File: src/rtl/repeated_add_multiplier_pkg.sv
// Shared definitions for the repeated-add multiplier: state encoding,
// datapath widths and the operand consistency helper.
package repeated_add_multiplier_pkg;

    localparam int OPERAND_W = 8;
    localparam int RESULT_W  = 16;

    localparam logic [1:0] ST_IDLE = 2'd0;
    localparam logic [1:0] ST_RUN  = 2'd1;
    localparam logic [1:0] ST_DONE = 2'd2;

    // A remainder not smaller than the divisor means the operand triple is inconsistent.
    function automatic logic operands_inconsistent(
        input logic [OPERAND_W-1:0] r,
        input logic [OPERAND_W-1:0] d
    );
        return (r >= d);
    endfunction

endpackage

File: src/rtl/repeated_add_multiplier_if.sv
// Request/result bundle of the repeated-add multiplier; the requester
// uses the master modport, the datapath block the slave modport.
interface repeated_add_multiplier_if;
    import repeated_add_multiplier_pkg::*;

    logic                 start;
    logic [OPERAND_W-1:0] din_Q;
    logic [OPERAND_W-1:0] din_D;
    logic [OPERAND_W-1:0] din_R;
    logic [RESULT_W-1:0]  dout_N;
    logic                 busy;
    logic                 done;
    logic                 err;

    modport master (
        output start, din_Q, din_D, din_R,
        input  dout_N, busy, done, err
    );

    modport slave (
        input  start, din_Q, din_D, din_R,
        output dout_N, busy, done, err
    );

endinterface

File: src/rtl/repeated_add_multiplier_add_accumulator.sv
// Datapath of the repeated-add multiplier: holds the addend, the running
// sum and the remaining repeat count, advanced by load/step strobes.
module add_accumulator
    import repeated_add_multiplier_pkg::*;
(
    input  logic                 clk,
    input  logic                 rst,
    input  logic                 load,
    input  logic                 step,
    input  logic [OPERAND_W-1:0] q_in,
    input  logic [OPERAND_W-1:0] d_in,
    input  logic [OPERAND_W-1:0] r_in,
    output logic [RESULT_W-1:0]  acc,
    output logic                 cnt_zero
);

    logic [OPERAND_W-1:0] d_r;
    logic [OPERAND_W-1:0] cnt_r;
    logic [RESULT_W-1:0]  acc_r;

    // Operand capture on load, one addition per step, otherwise hold.
    always_ff @(posedge clk or negedge rst) begin
        if (!rst) begin
            d_r   <= {OPERAND_W{1'b0}};
            cnt_r <= {OPERAND_W{1'b0}};
            acc_r <= {RESULT_W{1'b0}};
        end else if (load) begin
            d_r   <= d_in;
            cnt_r <= q_in;
            acc_r <= {{(RESULT_W-OPERAND_W){1'b0}}, r_in};
        end else if (step) begin
            d_r   <= d_r;
            cnt_r <= cnt_r - {{(OPERAND_W-1){1'b0}}, 1'b1};
            acc_r <= acc_r + {{(RESULT_W-OPERAND_W){1'b0}}, d_r};
        end else begin
            d_r   <= d_r;
            cnt_r <= cnt_r;
            acc_r <= acc_r;
        end
    end

    assign acc      = acc_r;
    assign cnt_zero = (cnt_r == {OPERAND_W{1'b0}});

endmodule

File: src/rtl/repeated_add_multiplier.sv
// Reconstructs N = Q*D + R by adding D to R, Q times; the controller
// sequences IDLE -> RUN -> DONE and registers all visible outputs.
module repeated_add_multiplier
    import repeated_add_multiplier_pkg::*;
(
    input  logic                      clk,
    input  logic                      rst,
    repeated_add_multiplier_if.slave  bus
);

    logic [1:0]          state_r;
    logic [1:0]          state_nxt_s;
    logic                load_s;
    logic                step_s;
    logic                finish_s;
    logic                cnt_zero_s;
    logic [RESULT_W-1:0] acc_s;
    logic [RESULT_W-1:0] dout_n_r;
    logic                busy_r;
    logic                done_r;
    logic                err_r;

    add_accumulator u_add_accumulator (
        .clk      (clk),
        .rst      (rst),
        .load     (load_s),
        .step     (step_s),
        .q_in     (bus.din_Q),
        .d_in     (bus.din_D),
        .r_in     (bus.din_R),
        .acc      (acc_s),
        .cnt_zero (cnt_zero_s)
    );

    // Start is only honoured in IDLE, so requests during RUN/DONE are dropped.
    always_comb begin
        load_s   = (state_r == ST_IDLE) && bus.start;
        step_s   = (state_r == ST_RUN) && !cnt_zero_s;
        finish_s = (state_r == ST_RUN) && cnt_zero_s;
    end

    // Next-state logic of the three-state controller.
    always_comb begin
        state_nxt_s = state_r;
        case (state_r)
            ST_IDLE: begin
                if (bus.start) begin
                    state_nxt_s = ST_RUN;
                end else begin
                    state_nxt_s = ST_IDLE;
                end
            end
            ST_RUN: begin
                if (cnt_zero_s) begin
                    state_nxt_s = ST_DONE;
                end else begin
                    state_nxt_s = ST_RUN;
                end
            end
            ST_DONE: state_nxt_s = ST_IDLE;
            default: state_nxt_s = ST_IDLE;
        endcase
    end

    // Controller state and registered status/result outputs.
    always_ff @(posedge clk or negedge rst) begin
        if (!rst) begin
            state_r  <= ST_IDLE;
            dout_n_r <= {RESULT_W{1'b0}};
            busy_r   <= 1'b0;
            done_r   <= 1'b0;
            err_r    <= 1'b0;
        end else begin
            state_r <= state_nxt_s;
            done_r  <= finish_s;
            if (load_s) begin
                busy_r <= 1'b1;
                err_r  <= operands_inconsistent(bus.din_R, bus.din_D);
            end else if (finish_s) begin
                busy_r   <= 1'b0;
                dout_n_r <= acc_s;
            end else begin
                busy_r   <= busy_r;
                err_r    <= err_r;
                dout_n_r <= dout_n_r;
            end
        end
    end

    assign bus.dout_N = dout_n_r;
    assign bus.busy   = busy_r;
    assign bus.done   = done_r;
    assign bus.err    = err_r;

endmodule

File: src/flat_wrapper.sv
// flat-port wrapper written by rule: the top's interface ports become plain ports
module repeated_add_multiplier_flat import repeated_add_multiplier_pkg::*;
  (clk, rst, bus_start, bus_din_Q, bus_din_D, bus_din_R, bus_dout_N, bus_busy, bus_done, bus_err);
  repeated_add_multiplier_if bus_i ();
  input  logic clk;
  input  logic rst;
  input wire logic [$bits(bus_i.start)-1:0] bus_start;
  input wire logic [$bits(bus_i.din_Q)-1:0] bus_din_Q;
  input wire logic [$bits(bus_i.din_D)-1:0] bus_din_D;
  input wire logic [$bits(bus_i.din_R)-1:0] bus_din_R;
  output wire logic [$bits(bus_i.dout_N)-1:0] bus_dout_N;
  output wire logic [$bits(bus_i.busy)-1:0] bus_busy;
  output wire logic [$bits(bus_i.done)-1:0] bus_done;
  output wire logic [$bits(bus_i.err)-1:0] bus_err;
  assign bus_i.start = bus_start;
  assign bus_i.din_Q = bus_din_Q;
  assign bus_i.din_D = bus_din_D;
  assign bus_i.din_R = bus_din_R;
  assign bus_dout_N = bus_i.dout_N;
  assign bus_busy = bus_i.busy;
  assign bus_done = bus_i.done;
  assign bus_err = bus_i.err;
  repeated_add_multiplier u_core (.clk(clk), .rst(rst), .bus(bus_i));
endmodule
File: config.mk
export PLATFORM = sky130hd
export DESIGN_NAME = repeated_add_multiplier_flat
export DESIGN_NICKNAME = d
export VERILOG_FILES = /design/src/rtl/repeated_add_multiplier_pkg.sv /design/src/rtl/repeated_add_multiplier_if.sv /design/src/rtl/repeated_add_multiplier_add_accumulator.sv /design/src/rtl/repeated_add_multiplier.sv /design/src/flat_wrapper.sv
export SDC_FILE = /design/constraint.sdc
export NUM_CORES = 1
export LEC_CHECK = 0
export CELL_PAD_IN_SITES_DETAIL_PLACEMENT = 1
export CELL_PAD_IN_SITES_GLOBAL_PLACEMENT = 1
export CORE_MARGIN = 4
export CORE_UTILIZATION = 44
export CTS_CLUSTER_DIAMETER = 60
export DETAILED_ROUTE_END_ITERATION = 6
export PLACE_DENSITY_LB_ADDON = 0.1
export SLEW_MARGIN = 10
export SYNTH_ARGS = -nofsm -noshare
export SYNTH_HDL_FRONTEND = slang
export SYNTH_SLANG_ARGS = --single-unit
File: constraint.sdc
create_clock -name clk -period 3.31 [get_ports clk]
set_input_delay 0.662 -clock clk [delete_from_list [all_inputs] [get_ports clk]]
set_output_delay 0.662 -clock clk [all_outputs]
set_load 0.05 [all_outputs]
==> results of run 1 <==
==> logic make-up (layout without fill, tap and decap cells) <==
logic type      count (synthesis)  count (layout)  share of synthesized area, %
compound gates                 52              52                          11.8
xor+xnor                       16              16                          5.09
simple gates                  112             112                          19.0
fa+ha+maj                      19              19                          8.91
buf+inv                        23              71                          3.23
flops                          52              52                          47.3
mux                            12              12                          4.73
==> cell usage in the layout, fill, tap and decap left out, types with 2 or more instances in the layout <==
master / n
sky130_fd_sc_hd__nand2b_1: 2
sky130_fd_sc_hd__a21o_1: 3
sky130_fd_sc_hd__buf_4: 4
sky130_fd_sc_hd__or3_1: 2
sky130_fd_sc_hd__a21oi_1: 11
sky130_fd_sc_hd__xor2_1: 8
sky130_fd_sc_hd__dfrtp_1: 52
sky130_fd_sc_hd__nor4_1: 2
sky130_fd_sc_hd__and4_1: 2
sky130_fd_sc_hd__clkbuf_8: 5
sky130_fd_sc_hd__nand2_1: 63
sky130_fd_sc_hd__mux2i_1: 4
sky130_fd_sc_hd__o211ai_1: 2
sky130_fd_sc_hd__nand4_1: 4
sky130_fd_sc_hd__inv_1: 13
sky130_fd_sc_hd__and3_1: 5
sky130_fd_sc_hd__ha_1: 18
sky130_fd_sc_hd__and2_1: 3
sky130_fd_sc_hd__a31oi_1: 3
sky130_fd_sc_hd__nor2_1: 12
sky130_fd_sc_hd__a211oi_1: 2
sky130_fd_sc_hd__nand3_1: 6
sky130_fd_sc_hd__o21ai_0: 21
sky130_fd_sc_hd__clkdlybuf4s50_1: 44
sky130_fd_sc_hd__mux2_2: 8
sky130_fd_sc_hd__xnor2_1: 8
sky130_fd_sc_hd__nor2b_1: 2
sky130_fd_sc_hd__inv_6: 2
sky130_fd_sc_hd__nor3_1: 3
sky130_fd_sc_hd__nor3b_1: 2
==> area by class of cell <==
cell class | count | share of cell area [%]
clock buffers | 5 | 2.04
clock inverters | 3 | 0.741
inverters | 14 | 1.56
multi-input cells | 211 | 40.3
flip-flops and latches | 52 | 38.5
well taps | 75 | 2.78
repair buffers | 49 | 14.1
==> worst max-delay path: cells and delay by family (launching register included) <==
kind | cells | cell delay [ns]
flip-flops | 1 | 0.42
AO/OA/AOI/OAI | 3 | 1.00
AND/OR/NAND/NOR | 1 | 0.16
adder cells (fa/ha/maj) | 2 | 0.65
multiplexers | 1 | 0.18
==> power breakdown <==
part	internal [mW]	switching (mW)	total, mW
clock network	0.155	0.230	0.385
registers	0.906	0.238	1.14
logic	0.707	1.06	1.76
total	1.77	1.52	3.29
==> metrics by stage <==
| stage | setup WS, ns | utilization [%] | hold slack (ns) | area, sq um |
|---|---|---|---|---|
| 2_1_floorplan | 1.14 | - | 0.366 | 2750 |
| 3_3_place_gp | 0.912 | 54.8 | 0.458 | 3280 |
| 3_5_place_dp | 0.891 | 54.8 | 0.467 | 3280 |
| 4_1_cts | 0.823 | 56.4 | 0.358 | 3380 |
| 5_1_grt | 0.714 | 56.4 | 0.368 | 3380 |
| 6_report | 0.828 | 56.4 | 0.344 | 3380 |
==> worst max path at each step <==
stage,endpoint,slack (ns),cells after the start
2_1_floorplan,u_core.u_add_accumulator.acc[10]$_DFFE_PN0P_,1.14,7
3_3_place_gp,u_core.bus.err$_DFFE_PN0P_,0.91,5
3_5_place_dp,u_core.u_add_accumulator.acc[10]$_DFFE_PN0P_,0.89,7
4_1_cts,u_core.u_add_accumulator.acc[10]$_DFFE_PN0P_,0.82,7
5_1_grt,u_core.u_add_accumulator.cnt_r[2]$_DFFE_PN0P_,0.71,7
6_report,u_core.u_add_accumulator.acc[10]$_DFFE_PN0P_,0.83,7
==> registers in the layout, indices dropped and copies added (netlist names) <==
| register | flops |
|---|---|
| u_core.bus.busy | 1 |
| u_core.bus.done | 1 |
| u_core.bus.dout_N | 16 |
| u_core.bus.err | 1 |
| u_core.state_r | 1 |
| u_core.u_add_accumulator.acc | 16 |
| u_core.u_add_accumulator.cnt_r | 8 |
| u_core.u_add_accumulator.d_r | 8 |
==> synthesized netlist by cell type, drive strengths merged <==
| library cell | number |
|---|---|
| o31ai | 1 |
| ha | 18 |
| nor3b | 2 |
| and2b | 1 |
| dfrtp | 52 |
| a221oi | 1 |
| nand4 | 4 |
| a31oi | 3 |
| nand2b | 2 |
| fa | 1 |
| and3 | 5 |
| and2 | 3 |
| nor2 | 12 |
| clkbuf | 6 |
| o211ai | 2 |
| mux2 | 8 |
| buf | 3 |
| xor2 | 8 |
| nor2b | 2 |
| xnor2 | 8 |
| a21o | 3 |
| nand3 | 6 |
| nor4 | 3 |
| mux2i | 4 |
| inv | 13 |
| a22oi | 1 |
| clkinv | 1 |
| o2111ai | 1 |
| o2bb2ai | 1 |
| a21bo | 1 |
| o21bai | 1 |
| or3 | 2 |
| and4 | 2 |
| a211oi | 2 |
| a2111oi | 1 |
| a21boi | 1 |
| o21ai | 22 |
| or4 | 1 |
| nand2 | 63 |
| nor4bb | 1 |
| a21oi | 11 |
| nor3 | 3 |
==> routing by layer <==
layer | routed length, um | GRT usage [%] | part of all wire (%)
met1 | 3160 | 24.8 | 46
met2 | 3440 | 34.4 | 50
met3 | 251 | 3.69 | 3.6
met4 | 40 | 3.97 | 0.58
met5 | 0 | 0 | 0
==> impl.org, run 1 <==
** Placement
- # port buffers :: 45
- Placer's final routability congestion estimate :: 0.824
- Placed wire-length estimate after detailed placement :: just over 5000 um
- Including well taps, the total number of placed cells is 401.

** Clock network
- Clock input transition at the sequential cells of the worst setup and hold paths :: 0.11 ns
- Clock latency on the worst-skew pair :: 0.31 ns
- Sink count of the clock tree :: 52
- The clock tree synthesis step divided the H-tree into 2 levels.
- CTS hold repair buffers :: 0
- Number of buffers created by CTS :: 5
- The cell sitting at the root of the clock tree is a sky130_fd_sc_hd__clkbuf_8.
- Once the clock tree was built, the resizer swapped 0 gates to a different size.
- Post-CTS setup repair buffer count :: 0
- Clock tree from TritonCTS :: yes
- The clock passes through at most 2 buffers.

** Layout
- Fraction of layout instances using a drive strength above 1 :: approximately 7%
- The number of antenna diodes in the final layout is 0.
- For this run, the number of standard cells in the final layout without fillers is 409.
- Combined area of the multi-input logic cells :: between 1000 and 1500 sq um
- Total of fill cells in the finished design :: 709
- Combined flip-flop and latch cell area :: roughly 1300 sq um
- Area added between synthesis and finish :: 22.8%
- For this run, the post-layout net count is 379.

** Setup path
- The setup check on the worst reg-to-reg path leaves a slack of 0.83 ns.
- Walking the worst path, the cells encountered are ha_1 > fa_1 > a21o_1 > a221oi_1 > a211oi_1 > nand3_1 > mux2i_1.
- The worst setup path is of the reg2reg kind.
- Along the worst path, the maximum fanout reaches 3.
- In this run the critical register-to-register path is launched from u_core.u_add_accumulator.acc[0]$_DFFE_PN0P_.
- Endpoint of the worst register-to-register path :: u_core.u_add_accumulator.acc[10]$_DFFE_PN0P_
- STA classifies the critical path startpoint as a register.
- Data arrives at the worst endpoint at 2.72 ns.
- Worst Setup End Kind :: register
- On the worst path, the slowest cell contributes a delay of 0.56 ns.
- The slowest stage of the critical path belongs to the cell sky130_fd_sc_hd__a221oi_1.
- Data on the critical path is required at its endpoint by 3.55 ns.
- Launching instance or port of the critical path :: u_core.u_add_accumulator.acc[0]$_DFFE_PN0P_
- Worst R2R Path Depth :: 7

** Die
- Area of the die :: 7580 sq um
- Initial core utilization :: a little under half
- From left edge to right edge, the die measures 87.1 um.
- Cell row count :: 28
- Measured along the y axis, the die boundary spans roughly 87 um.
- CORE AREA :: 5990 sq um
- Ports placed on the boundary :: 46

** Global route
- Entering global routing, the biggest net connects 28 pins.
- Antenna violations before repair :: 0
- The first global-routing pass estimated 11600 um of wire.
- The number of global-route vias before repair was 2416.
- Global routing used 19.5% of the available tracks across all layers.
- Summed over all layers, the global routing overflow is 0.

** Drt
- First-pass iteration count of the detailed router :: 4
- Number of vias in the routed layout :: 2232
- DRT iter0 DRCs :: between 60 and 70
- Final routed DRC violation total :: 0
- After detailed routing, the number of vias per cell comes to roughly 5.5.
- DRT Wirelength :: 6890 um
- Post-detailed-route wirelength per cell :: 16.8 um
- Routed Antenna Nets :: 0

** Timing
- Setup total negative slack on the finished layout was measured at 0 ns.
- Final setup violation count :: 0
- RSZ-0062 raised after global routing :: false
- The number of max-slew violations in the final report came to 0.
- Normalized max-slew margin :: 29.8%
- Post-route fraction of the period consumed by the critical path :: 75.0%
- Fmax :: ~400 MHz
- Final Hold Violating Endpoints :: 0
- For the pin with the worst max-slew slack, the measured transition is 1.05 ns.
- Max Clock Skew :: ~0.012 ns
- Min cycle time layout :: 2.48 ns

** Job
- The tool flagged a number of max-cap violations equal to 0.

** Synthesis
- The share of the Yosys chip area taken by registers is 47.3%.
- Netlist area before placement :: 2750 sq um
- The largest total area in the synthesized netlist belongs to sky130_fd_sc_hd__dfrtp_1.
- The synthesized design contains 52 register bits.
- Total of warnings raised by yosys :: 0
- After synthesis, the largest area contributor takes up a little under half of total cell area.
- Cells after synthesis :: 286
- Yosys attributes the largest share of cell area to sky130_fd_sc_hd__dfrtp_1 47%, sky130_fd_sc_hd__nand2_1 8.6%, sky130_fd_sc_hd__ha_1 8.2%.
- Yosys mapped the design onto 45 distinct sky130hd cell types.
- The number of nets handed over by synthesis was 332.
- A synthesized cell averages a little under 10 sq um.

** Outcome
- The run finished with clean final reports.

** Power
- Largest vdd supply drop :: 0.439 mV
- Overall power after layout :: 3.29 mW
- Power spread over the standard cell area amounts to 975 nW/um^2.
- The analysis attributes to cell leakage a power of about 1.6 nW.

** Min path
- The worst hold path belongs to the class in2async.
(Power assumes the default switching activity.)
==> inputs of run 2 (changes only) <==
--- a/config.mk
+++ b/config.mk
@@ -8,7 +8,7 @@
 export CELL_PAD_IN_SITES_DETAIL_PLACEMENT = 1
 export CELL_PAD_IN_SITES_GLOBAL_PLACEMENT = 1
 export CORE_MARGIN = 4
-export CORE_UTILIZATION = 44
+export CORE_UTILIZATION = 41
 export CTS_CLUSTER_DIAMETER = 60
 export DETAILED_ROUTE_END_ITERATION = 6
 export PLACE_DENSITY_LB_ADDON = 0.1
==> constraint.sdc (replaced) <==
create_clock -name clk -period 2.4 [get_ports clk]
set_input_delay 0.48 -clock clk [delete_from_list [all_inputs] [get_ports clk]]
set_output_delay 0.48 -clock clk [all_outputs]
set_load 0.05 [all_outputs]
==> impl.org, run 2 (synthesis results as in run 1) <==
** Drt
- Routed Antenna Nets :: 0 (unchanged)
- The average via count per standard cell came to 5.19 (-4.8%).
- The overall routed net length came to 6470 um (-6.0%).
- The initial DRC count was 78 (+22%).
- The first-pass iteration count of the detailed router was 4 (unchanged).
- The number of DRC violations after detailed routing was 0 (unchanged).
- Post-detailed-route wirelength per cell :: 15.6 um (-7.6%)
- Number of vias in the routed layout :: 2161 (-3.2%)

** Die
- Floorplan die width :: 89.9 um (+3.3%)
- Die span in y :: 89.9 um (+3.3%)
- The number of top-level design ports is 46 (unchanged).
- The initial core utilization was 42.8% (-3.1 points).
- Cell row count :: 29 (+3.6%)
- Area of the die :: 8090 sq um (+6.6%)
- CORE AREA :: 6420 sq um (+7.2%)

** Clock network
- The number of buffers on the longest clock path was 2 (unchanged).
- TritonCTS built the clock tree.
- The total CTS buffers came to 5 (unchanged).
- Resized cells post-CTS :: 0 (unchanged)
- The number of clock sinks came to 52 (unchanged).
- The tree is rooted in a sky130_fd_sc_hd__clkbuf_8.
- The maximum level of the CTS H-tree was 2 (unchanged).
- The count of buffers added by post-CTS timing repair for setup was 0 (unchanged).
- The clock transition at the registers of the reported paths came to 0.10 ns (about the same).
- The source-to-sink clock delay at the later pin of the worst-skew pair is 0.31 ns (about the same).
- CTS hold repair buffers :: 0 (unchanged)

** Setup path
- The largest fanout on the critical path came to 3 (unchanged).
- Launching instance or port of the critical path :: u_core.u_add_accumulator.d_r[0]$_DFFE_PN0P_
- The delay of the slowest cell on the worst path came to 0.41 ns (-0.15 ns).
- Worst Setup End Kind :: register
- Ordered cell list for the critical path :: ha_1 > fa_1 > a21o_1 > a221oi_1 > a211oi_1 > nand3_1 > mux2i_1
- The number of cells on the worst reg-to-reg path is 7 (unchanged).
- The critical path is of the reg2reg type.
- The worst register-to-register path begins at u_core.u_add_accumulator.d_r[0]$_DFFE_PN0P_.
- Endpoint required time on the critical path :: 2.64 ns (-0.91 ns)
- CP Data Arrival Time :: 2.46 ns (-0.26 ns)
- The slowest stage of the critical path is the sky130_fd_sc_hd__fa_1 cell.
- The worst setup path is launched from a register.

** Placement
- The number of placed cells counting well taps was 408 (+1.7%).
- The final weighted congestion of routability-driven global placement was 0.819 (-0.66%).
- Placed wire-length estimate after detailed placement :: 5000 um (-2.3%)
- # port buffers :: 45 (unchanged)

** Layout
- The final net count is 384 (+1.3%).
- Leading cell types in the layout, fill and taps excluded :: 63 x sky130_fd_sc_hd__nand2_1, 52 x sky130_fd_sc_hd__dfrtp_1, 44 x sky130_fd_sc_hd__clkdlybuf4s50_1
- Antenna diodes :: 0 (unchanged)
- The combined flip-flop and latch cell area came to 1300 sq um (unchanged).
- The library cell used most frequently in the layout, excluding fill and tap cells, is sky130_fd_sc_hd__nand2_1.
- The final cell count without fillers is 416 (+1.7%).
- Combined area of the multi-input logic cells :: 1360 sq um (unchanged)
- Fraction of layout instances using a drive strength above 1 :: 8.26% (+1.1 points)
- Compared with the post-synthesis result, the final layout area differs by 24.7%.
- Total of fill cells in the finished design :: 750 (+5.8%)

** Global route
- The global-route total usage across every layer is 16.6% (-2.9 points).
- The residual overflow from global routing is 0 (unchanged).
- The number of global-route vias before repair was 2205 (-8.7%).
- The wire length of the first global-routing pass is 10900 um (-5.9%).
- The number of antenna violations at the first check in global routing is 0 (unchanged).
- Pin count of the biggest net entering global routing :: 31 (+11%)

** Timing
- Final Hold Violating Endpoints :: 0 (unchanged)
- Post-route fraction of the period consumed by the critical path :: 92.6% (+18 points)
- Least-Margin Pin Slew :: 0.564 ns (-0.487 ns)
- Final setup violation count :: 0 (unchanged)
- Aggregate negative setup slack :: 0 ns (unchanged)
- The clock skew after layout came to 0.00651 ns (-0.00599 ns).
- RSZ-0062 raised after global routing :: false
- Fmax :: 450 MHz (+12%)
- The post-layout minimum cycle time came to 2.22 ns (-0.260 ns).
- Count of final max-slew check failures :: 0 (unchanged)
- Normalized max-slew margin :: 62.4% (+33 points)
- The worst slack on hold paths was 0.154 ns (-0.190 ns).

** Job
- The reported max-cap violation count was 0 (unchanged).

** Power
- The areal power density over the cells was 1330 nW/um^2 (+36%).
- The maximum VDD drop is 0.423 mV (-3.6%).
- The leakage power total was 1.62 nW (+1.7%).

** Min path
- The min-delay analysis places its worst path in the category in2async.

** Outcome
- The flow ran to the end, and the final reports show no timing, DRC or antenna violations.
-- run 2: changes by cell type in the layout (fill, tap and decap cells not counted) --
cell,change
sky130_fd_sc_hd__clkbuf_1,+1
sky130_fd_sc_hd__buf_4,+4
sky130_fd_sc_hd__buf_12,+1
sky130_fd_sc_hd__clkbuf_8,+1
sky130_fd_sc_hd__inv_6,-2
-- run 2: final timing paths --
path | to | slack (ns)
setup / recovery | u_core.u_add_accumulator.acc[10]$_DFFE_PN0P_ | 0.18
hold / removal | u_core.u_add_accumulator.cnt_r[5]$_DFFE_PN0P_ | 0.15
setup reg to reg | u_core.u_add_accumulator.acc[10]$_DFFE_PN0P_ | 0.18
hold reg to reg | u_core.bus.dout_N[3]$_DFFE_PN0P_ | 0.48
max in group asynchronous | u_core.bus.err$_DFFE_PN0P_ | 1.70
min in group clk | u_core.bus.dout_N[3]$_DFFE_PN0P_ | 0.48
-- run 2: per-stage QoR --
stage	worst slack (ns)	util, %	instance area [sq um]	power (mW)
3_3_place_gp	0.239	52.0	3340	3.96
3_5_place_dp	0.166	52.0	3340	4.05
2_1_floorplan	0.227	-	2750	3.29
6_report	0.178	53.4	3430	4.55
5_1_grt	0.0327	53.4	3430	4.93
4_1_cts	0.159	53.4	3430	4.61
-- run 2: where the power goes --
group          total, mW  internal [mW]  switching, mW  leakage [nW]
clock network      0.531          0.235          0.296        0.0445
logic               2.46           1.02           1.44         0.919
registers           1.56           1.25          0.310         0.660
total               4.55           2.50           2.05          1.62
-- run 2: metal layers --
layer	up-vias	share of wire (%)	global-route usage, %
met3	6	3.4	3.17
met5	-	0	0
li1	1086	-	-
met4	0	1.0	4.21
met1	1033	48	22.3
met2	36	47	27.5
-- run 2: final cells by class --
cell class / instances / share of cell area (%)
Sequential cell: 52 / 37.9
Clock inverter: 1 / 0.219
Multi-Input combinational cell: 211 / 39.7
Clock buffer: 7 / 2.52
Inverter: 14 / 1.53
Tap cell: 77 / 2.81
Timing Repair Buffer: 54 / 15.3
-- run 2: critical path, delay by kind of cell, from the launching register on --
| kind | cells | cell delay [ns] |
|---|---|---|
| muxes | 1 | 0.18 |
| adders and majority gates | 2 | 0.66 |
| AOI/OAI and AO/OA | 3 | 0.76 |
| DFF | 1 | 0.40 |
| and+or+nand+nor | 1 | 0.14 |
==> inputs of run 3 (changes only) <==
--- a/config.mk
+++ b/config.mk
@@ -8,7 +8,7 @@
 export CELL_PAD_IN_SITES_DETAIL_PLACEMENT = 1
 export CELL_PAD_IN_SITES_GLOBAL_PLACEMENT = 1
 export CORE_MARGIN = 4
-export CORE_UTILIZATION = 41
+export CORE_UTILIZATION = 30
 export CTS_CLUSTER_DIAMETER = 60
 export DETAILED_ROUTE_END_ITERATION = 6
 export PLACE_DENSITY_LB_ADDON = 0.1
==> impl.org, run 3 (synthesis results as in run 1) <==
** Layout
- Antenna diodes :: 0 (unchanged)
- Fraction of layout instances using a drive strength above 1 :: 8.53% (+0.27 points)
- Area added between synthesis and finish :: 26.4%
- Leaving out fill and tap cells, the most frequent cell in the layout is sky130_fd_sc_hd__nand2_1.
- Leading cell types in the layout, fill and taps excluded :: 63 x sky130_fd_sc_hd__nand2_1, 52 x sky130_fd_sc_hd__dfrtp_1, 44 x sky130_fd_sc_hd__clkdlybuf4s50_1
- Total of fill cells in the finished design :: 1025 (+37%)
- The final net count came to 385 (+0.26%).

** Clock network
- The total CTS buffers is 5 (unchanged).
- The number of buffers on the longest clock path came to 2 (unchanged).
- Clock latency on the worst-skew pair :: 0.31 ns (about the same)
- Resized cells post-CTS :: 0 (unchanged)
- Clock input transition at the sequential cells of the worst setup and hold paths :: 0.10 ns (about the same)
- The count of buffers added by post-CTS timing repair for setup is 0 (unchanged).
- CTS hold repair buffers :: 0 (unchanged)
- The maximum level of the CTS H-tree is 2 (unchanged).
- Sink count of the clock tree :: 52 (unchanged)
- TritonCTS built the clock tree.
- Clock root buffer :: sky130_fd_sc_hd__clkbuf_8

** Global route
- The number of global-route vias before repair was 2308 (+4.7%).
- Global-route usage over all layers :: 13.4% (-3.2 points)
- The wire length of the first global-routing pass is 11800 um (+7.8%).
- Leftover overflow at the end of global routing :: 0 (unchanged)
- The largest net degree at the start of global routing came to 53 (+71%).
- Antenna violations before repair :: 0 (unchanged)

** Power
- The maximum VDD drop is 0.486 mV (+15%).
- Power per Cell Area :: 1320 nW/um^2 (-0.40%)
- Leakage power figure :: 1.63 nW (+0.26%)
- The overall power after layout came to 4.59 mW (+0.94%).

** Drt
- The number of DRC violations after detailed routing came to 0 (unchanged).
- Routed Antenna Nets :: 0 (unchanged)
- The overall routed net length is 6980 um (+7.9%).
- Average vias per placed instance :: 4.87 (-6.2%)
- First-pass iteration count of the detailed router :: 4 (unchanged)
- Number of vias in the routed layout :: 2182 (+0.97%)
- Post-detailed-route wirelength per cell :: 15.6 um (+0.16%)
- DRT iter0 DRCs :: 35 (-55%)

** Die
- Floorplan die width :: 104 um (+15%)
- CORE AREA :: 8810 sq um (+37%)
- Cell row count :: 34 (+17%)
- Initial core utilization :: 31.2% (-12 points)
- The total die area came to 10800 sq um (+33%).
- The number of top-level design ports was 46 (unchanged).
- The height of the chip was 104 um (+15%).

** Setup path
- Delay of the slowest critical-path stage :: 0.42 ns (about the same)
- Endpoint required time on the critical path :: 2.64 ns (about the same)
- Critical Path Slowest Stage Cell :: sky130_fd_sc_hd__dfrtp_1
- STA classifies the critical path startpoint as a register.
- Launching instance or port of the critical path :: u_core.u_add_accumulator.acc[0]$_DFFE_PN0P_
- The critical path goes through ha_1 > fa_1 > a21o_1 > a221oi_1 > buf_4 > a211oi_1 > nand3_1 > mux2i_1.
- Crit path kind :: reg2reg
- CP Max Fanout :: 3 (unchanged)
- Worst Setup End Kind :: register
- Origin of the critical flop-to-flop path :: u_core.u_add_accumulator.acc[0]$_DFFE_PN0P_
- CP Data Arrival Time :: 2.43 ns (-0.03 ns)

** Timing
- The achievable frequency is 455 MHz (+1.2%).
- Setup repair after global routing left no endpoint under its margin.
- Normalized max-slew margin :: 60.2% (-2.2 points)
- Final setup violation count :: 0 (unchanged)
- Count of final max-slew check failures :: 0 (unchanged)
- Max Clock Skew :: 0.00472 ns (-0.00179 ns)
- Aggregate negative setup slack :: 0 ns (unchanged)
- The share of the clock period used by the worst path is 91.5% (-1.1 points).
- The slew of the pin with the lowest slew margin came to 0.596 ns (+0.0323 ns).
- Min cycle time layout :: 2.20 ns (-0.0261 ns)
- Final Hold Violating Endpoints :: 0 (unchanged)

** Placement
- The count of input and output buffers came to 45 (unchanged).
- The final weighted congestion of routability-driven global placement was 0.721 (-12%).
- Placed wire-length estimate after detailed placement :: 5190 um (+3.9%)

** Min path
- The path class of the tightest hold or removal check is in2async.

** Job
- The reported max-cap violation count was 0 (unchanged).

** Outcome
- Outcome :: finished, final reports clean
[run 3: layer usage]
metal  vias up  wire, um  track usage [%]
met5         -         0                0
met4         0        63             3.13
met3         7       259             2.86
met2        35      3160             21.3
met1      1054      3500             18.8
li1       1086         -                -
[run 3: through the flow]
| stage | setup WS, ns | util (%) | cells | hold WS [ns] | area [sq um] |
|---|---|---|---|---|---|
| floorplan | 0.227 | - | 286 | 0.184 | 2750 |
| detailed placement | 0.167 | 38.4 | 440 | 0.475 | 3380 |
| global route | 0.0463 | 39.5 | 448 | 0.171 | 3480 |
| global placement | 0.190 | 38.4 | 440 | 0.460 | 3380 |
| CTS | 0.189 | 39.5 | 448 | 0.158 | 3480 |
| finish | 0.204 | 39.5 | 448 | 0.153 | 3480 |
[run 3: worst paths after layout]
| kind | cells past startpoint | to | slack, ns |
|---|---|---|---|
| worst max-delay path | 8 | u_core.u_add_accumulator.acc[10]$_DFFE_PN0P_ | 0.20 |
| worst min-delay path | 2 | u_core.u_add_accumulator.cnt_r[2]$_DFFE_PN0P_ | 0.15 |
| worst max register to register | 8 | u_core.u_add_accumulator.acc[10]$_DFFE_PN0P_ | 0.20 |
| worst min register to register | 2 | u_core.bus.dout_N[0]$_DFFE_PN0P_ | 0.49 |
| max in group asynchronous | 2 | u_core.bus.err$_DFFE_PN0P_ | 2.01 |
| min in group clk | 2 | u_core.bus.dout_N[0]$_DFFE_PN0P_ | 0.49 |
[run 3: area by class of cell]
class	count	area (sq um)	share of cell area, %
Clock buffer	7	86.3	2.48
Inverter	14	52.6	1.51
Multi-Input combinational cell	211	1360	39.2
Timing Repair Buffer	55	533	15.3
Sequential cell	52	1300	37.4
Tap cell	108	135	3.89
Clock inverter	1	7.51	0.216
[run 3: critical path, delay by kind of cell (launching register included)]
kind,cells,cell delay [ns]
AND/OR/NAND/NOR,1,0.13
adder cells (fa/ha/maj),2,0.65
multiplexers,1,0.18
flip-flops,1,0.42
buffers and inverters,1,0.18
AO/OA/AOI/OAI,3,0.55
[run 3: power breakdown]
part | leakage [nW] | switching [mW] | total (mW) | internal (mW)
sequential | 0.660 | 0.317 | 1.57 | 1.25
combinational | 0.923 | 1.45 | 2.48 | 1.02
clock | 0.0445 | 0.312 | 0.548 | 0.236
total | 1.63 | 2.08 | 4.59 | 2.51
